### config.mk
export PLATFORM = sky130hd
export DESIGN_NAME = band_matvec
export DESIGN_NICKNAME = d
export VERILOG_FILES = /design/src/rtl/band_matvec_pkg.sv /design/src/rtl/band_matvec_row_pipe.sv /design/src/rtl/band_matvec.sv
export SDC_FILE = /design/constraint.sdc
export NUM_CORES = 2
export LEC_CHECK = 0
export CAP_MARGIN = 30
export CORE_AREA = 2 2 404 206
export DETAILED_ROUTE_END_ITERATION = 8
export DIE_AREA = 0 0 406 208
export MAX_ROUTING_LAYER = met4
export PLACE_DENSITY_LB_ADDON = 0.25
export SLEW_MARGIN = 20
export SYNTH_ARGS = -nofsm -noshare
export SYNTH_HDL_FRONTEND = slang
export SYNTH_SLANG_ARGS = --single-unit
export TNS_END_PERCENT = 50
### constraint.sdc
create_clock -name clk -period 10.92 [get_ports clk]
set_clock_uncertainty 0.1 [all_clocks]
set_input_delay 1.092 -clock clk [delete_from_list [all_inputs] [get_ports clk]]
set_output_delay 1.092 -clock clk [all_outputs]
set_load 0.05 [all_outputs]
### src/rtl/band_matvec_pkg.sv
// Shared constants, state type and constant-multiply helper for the banded
// Toeplitz matrix-vector engine.
package band_matvec_pkg;

  localparam int N  = 16;
  localparam int XW = 32;
  localparam int BW = 16;
  localparam int AW = 38;

  // Band coefficients by distance from the diagonal: +C0, -C1, +C2, -C3.
  localparam int C0 = 20;
  localparam int C1 = 13;
  localparam int C2 = 6;
  localparam int C3 = 1;

  localparam logic signed [AW-1:0] RND     = AW'(1 << 15);
  localparam logic signed [AW-1:0] SAT_MAX = AW'((1 << (BW-1)) - 1);
  localparam logic signed [AW-1:0] SAT_MIN = ~SAT_MAX;

  typedef enum logic {
    LOAD = 1'b0,
    CALC = 1'b1
  } state_t;

  // Constant multiply built from shifted copies; k is a small elaboration-time constant.
  function automatic logic signed [AW-1:0] mul_k(input logic signed [AW-1:0] v, input int k);
    logic signed [AW-1:0] acc;
    acc = '0;
    for (int b = 0; b < 5; b++) begin
      if (((k >> b) & 1) != 0) acc = acc + (v <<< b);
    end
    return acc;
  endfunction

endpackage

### src/rtl/band_matvec_row_pipe.sv
// Two-stage row arithmetic: partial band sums, then round, shift and saturate.
// Stage 1 holds p (centre and +-1 taps) and q (+-2, +-3 taps) at full 38-bit precision.
module band_row_pipe #(
  parameter int XW = band_matvec_pkg::XW,
  parameter int BW = band_matvec_pkg::BW
) (
  input  logic               clk,
  input  logic               reset,
  input  logic               tap_valid,
  input  logic [6:0][XW-1:0] taps,
  output logic [BW-1:0]      b_out,
  output logic               out_valid
);
  import band_matvec_pkg::*;

  logic signed [AW-1:0] t [7];
  logic signed [AW-1:0] p_d, q_d, p_q, q_q;
  logic signed [AW-1:0] s, sh;
  logic [BW-1:0]        b_d;
  logic                 v1;

  for (genvar g = 0; g < 7; g++) begin : g_ext
    assign t[g] = AW'($signed(taps[g]));
  end

  assign p_d = mul_k(t[3], C0) - mul_k(t[2] + t[4], C1);
  assign q_d = mul_k(t[1] + t[5], C2) - mul_k(t[0] + t[6], C3);

  always_ff @(posedge clk or posedge reset) begin
    if (reset) begin
      v1  <= 1'b0;
      p_q <= '0;
      q_q <= '0;
    end else begin
      v1 <= tap_valid;
      if (tap_valid) begin
        p_q <= p_d;
        q_q <= q_d;
      end
    end
  end

  // Adding half an LSB before the arithmetic shift rounds ties toward +inf.
  always_comb begin
    s  = p_q + q_q + RND;
    sh = s >>> 16;
    b_d = BW'(sh);
    if (sh > SAT_MAX)      b_d = BW'(SAT_MAX);
    else if (sh < SAT_MIN) b_d = BW'(SAT_MIN);
  end

  always_ff @(posedge clk or posedge reset) begin
    if (reset) begin
      out_valid <= 1'b0;
      b_out     <= '0;
    end else begin
      out_valid <= v1;
      if (v1) b_out <= b_d;
    end
  end

endmodule

### src/rtl/band_matvec.sv
// Loads an N-element Q16.16 vector, then streams b = A*x for the 7-wide band
// matrix through a two-stage row pipeline.
//   state | meaning
//   LOAD  | accept x_in into buffer[wr_idx] on each in_valid
//   CALC  | issue rows 0..N-1 into the pipe, one per cycle; in_valid ignored
module band_matvec #(
  parameter int N  = band_matvec_pkg::N,
  parameter int XW = band_matvec_pkg::XW,
  parameter int BW = band_matvec_pkg::BW
) (
  input  logic          clk,
  input  logic          reset,
  input  logic          in_valid,
  input  logic [XW-1:0] x_in,
  output logic          busy,
  output logic          out_valid,
  output logic [BW-1:0] b_out
);
  import band_matvec_pkg::*;

  localparam int IW = $clog2(N);
  localparam logic [IW-1:0] LAST = IW'(N - 1);

  state_t               state_q, state_d;
  logic [IW-1:0]        wr_idx_q, wr_idx_d;
  logic [IW-1:0]        issue_idx_q, issue_idx_d;
  logic                 buf_we;
  logic                 tap_valid;
  logic [XW-1:0]        buffer [N];
  logic [6:0][XW-1:0]   taps;

  always_ff @(posedge clk or posedge reset) begin
    if (reset) begin
      state_q     <= LOAD;
      wr_idx_q    <= '0;
      issue_idx_q <= '0;
    end else begin
      state_q     <= state_d;
      wr_idx_q    <= wr_idx_d;
      issue_idx_q <= issue_idx_d;
    end
  end

  always_comb begin
    state_d     = state_q;
    wr_idx_d    = wr_idx_q;
    issue_idx_d = issue_idx_q;
    buf_we      = 1'b0;
    tap_valid   = 1'b0;
    case (state_q)
      LOAD: begin
        if (in_valid) begin
          buf_we = 1'b1;
          if (wr_idx_q == LAST) begin
            wr_idx_d = '0;
            state_d  = CALC;
          end else begin
            wr_idx_d = wr_idx_q + 1'b1;
          end
        end
      end
      CALC: begin
        tap_valid = 1'b1;
        if (issue_idx_q == LAST) begin
          issue_idx_d = '0;
          state_d     = LOAD;
        end else begin
          issue_idx_d = issue_idx_q + 1'b1;
        end
      end
    endcase
  end

  assign busy = (state_q == CALC);

  // Buffer is only written in LOAD, so CALC-time in_valid cannot disturb it.
  always_ff @(posedge clk) begin
    if (buf_we) buffer[wr_idx_q] <= x_in;
  end

  // Taps beyond either end of the vector read as zero.
  for (genvar g = 0; g < 7; g++) begin : g_tap
    logic signed [IW+1:0] pos;
    assign pos = $signed({2'b00, issue_idx_q}) + (IW+2)'(g - 3);
    assign taps[g] = (!pos[IW+1] && (pos < $signed((IW+2)'(N)))) ? buffer[pos[IW-1:0]] : '0;
  end

  band_row_pipe #(
    .XW(XW),
    .BW(BW)
  ) u_pipe (
    .clk      (clk),
    .reset    (reset),
    .tap_valid(tap_valid),
    .taps     (taps),
    .b_out    (b_out),
    .out_valid(out_valid)
  );

endmodule
==> reports/metrics.cfg <==
[timing]
fin_crit_ns=10.22
rsz0062_at_grt=false
timing.fmax_mhz=97.9
finalHoldViolCount=0
setup_tns_ns=0
slew_headroom_pct=23.3
worstMarginPinSlew_ns=1.14
setup_viol=0
period_share_pct=93.6
slew_violations=0

[worst_setup_path]
cp-startpoint=issue_idx_q[2]
crit_end=u_pipe.q_q[34]
critical_path.endpoint_type=flip-flop
crit_type=flip-flop to flip-flop
reg2reg_to=u_pipe.q_q[34]
path_depth=32
slowest_stage=dfrtp_4
r2r-start=issue_idx_q[2]
ff2ff_path_depth=32
critPathMaxFanout=29
crit_path_max_incr_delay_ns=0.83
path_buf_inv=4
cp-start-kind=flip-flop
path_delay_family=compound AO/OA/AOI/OAI gates
arrival_ns=10.67
worstPathRequired_ns=11.37
r2r_slack_ns=0.70

[synth]
yosysSeqAreaShare_pct=34.5
synth_cells=3970
syn_nets=4383
ys_warn_count=0
yosysTopAreaCell=edfxtp_1
synth_ff_type=edfxtp_1
syn_area_sq_um=52100
ys_types=89
ys_ff_latch=615
synth_area_leaders=edfxtp_1, mux4_2, ha_1, dfrtp_1, fa_1
synth-edff-count=512
ys_async_sr_fraction_pct=16.7
synth.top_cell.area_share_pct=29.5
syn_area_per_cell_sq_um=13.1

[clocking]
cts-resized-gates=0
clockBufferDepth=3
cts_hold_buf=0
cts_tree=built
cts.sink_count=615
cts_root_buf=clkbuf_16
clock_latency_ns=0.68
cts_buffers=58
htreeDepth=2
postCtsSetupRepairBufs=0
clk_pin_slew_ns=0.07

[detailed_routing]
via_per_inst=7.75
first_pass_iters=6
drtIter0Drc=7133
antenna_left=0
wirelength_microns=174000
route.detailed.drc=0
vias=39400
routedWlPerCell_microns=34.2

[layout]
area_delta_synth_final_pct=7.57
drive_gt1_share_pct=23.6
nets=4342

[floorplanning]
die_area_sq_um=84400
die_x_microns=406
start_util_pct=64.4
fp.dieH_microns=208
core.rowCount=74
io_pins=53
core_area_sq_um=80800

[placement]
port_buffers=52
place_hpwl_microns=122000
gp_congestion=1.03

[job]
cap_viol_max_count=0

[global_route]
grt_max_degree=139
antenna_found_initial=7
grt_pass1_vias=36800
overflow=0
grt_use_total_pct=42.9
grt_first_pass_wirelength_microns=256000

[hold_path]
min_path_type=flip-flop to flip-flop

[run_status]
status=completed

==> cell usage after synthesis (all sizes together), types with 11 or more instances <==
library cell and count:
a211oi 208, edfxtp 512, nand4 20, a21o 102, nor2b 151, mux4 620
a31oi 37, o211ai 11, inv 163, ha 291, fa 87, nor2 109
nand2 185, o21a 25, nand2b 26, mux2i 98, a21oi 187, mux2 67
and3 39, dfrtp 103, xor2 87, and2 91, or3 15, clkbuf 171
o21ai 101, a221o 18, nand3 46, xnor2 147, o21bai 34, nor3 30
buf 71
==> worst reg2reg max path: cells and delay by family (launching register included) <==
kind / cells / cell delay [ns]
XOR/XNOR: 3 / 0.90
buffers and inverters: 4 / 1.18
AND/OR/NAND/NOR: 4 / 0.71
AO/OA/AOI/OAI: 15 / 4.41
adder cells (fa/ha/maj): 4 / 1.55
flip-flops: 1 / 0.83
multiplexers: 2 / 0.41
==> final cells by class <==
cell class                      instances  area, sq um
Clock buffer                           68         1490
Tap cell                             1102         1380
Clock inverter                         40          375
Multi-Input combinational cell       2949        32800
Sequential cell                       615        18000
Inverter                              164          619
Timing Repair Buffer                  141         1410
Antenna cell                            6         15.0
Fill cell                            5532        24800
==> registers in the layout (all words and copies together), names as in the netlist <==
name	flops
buffer	512
busy	1
issue_idx_q	4
u_pipe.b_out	16
u_pipe.out_valid	1
u_pipe.p_q	38
u_pipe.q_q	38
u_pipe.v1	1
wr_idx_q	4
==> through the flow <==
| step | util, % | cells | setup WS (ns) | area (sq um) | hold WS (ns) |
|---|---|---|---|---|---|
| detailed placement | 66.8 | 4963 | 1.01 | 54000 | 0.401 |
| floorplan | - | 3970 | 1.24 | 52100 | 0.289 |
| CTS | 69.1 | 5071 | 0.960 | 55800 | 0.416 |
| global route | 69.3 | 5085 | 0.357 | 56000 | 0.429 |
| global placement | 66.7 | 4960 | 1.10 | 53900 | 0.389 |
| finish | 69.3 | 5085 | 0.704 | 56000 | 0.412 |
==> cell families after synthesis <==
kind of cell	after synthesis	synth area share [%]
mux	785	30.1
xor+xnor	234	3.95
simple gates	735	7.35
compound gates	810	10.6
flops	615	34.5
buf+inv	406	2.98
fa+ha+maj	385	10.5
==> metal layers <==
| layer | wire, microns | GRT usage [%] |
|---|---|---|
| met1 | 68800 | 64.0 |
| met4 | 4510 | 10.1 |
| met5 | 0 | - |
| met3 | 34500 | 21.1 |
| met2 | 66200 | 51.5 |
==> worst min-delay path by stage <==
stage                                 from                to  slack (ns)  depth (start not counted)
after floorplan                  u_pipe.v1  u_pipe.out_valid        0.29                          0
after global placement    u_pipe.b_out[15]  u_pipe.b_out[15]        0.39                          1
after detailed placement    u_pipe.p_q[26]    u_pipe.p_q[26]        0.40                          1
after CTS                   u_pipe.p_q[26]    u_pipe.p_q[26]        0.42                          1
after global routing       u_pipe.b_out[8]   u_pipe.b_out[8]        0.43                          1
final                       u_pipe.p_q[26]    u_pipe.p_q[26]        0.41                          1
==> layout by cell type (no fill, tap or decap), types with 76 or more instances in the layout <==
master	n
mux4_2	620
edfxtp_1	512
ha_1	288
a211oi_1	208
a21oi_1	186
nand2_1	185
inv_1	160
nor2b_1	151
xnor2_1	142
nor2_1	106
a21o_1	102
o21ai_0	99
mux2i_1	98
dfrtp_1	98
fa_1	87
xor2_1	83
and2_1	76
Power is left out: the tool's default activity adds up to more than one toggle a clock period on the data nets, which glitch-free logic cannot reach.
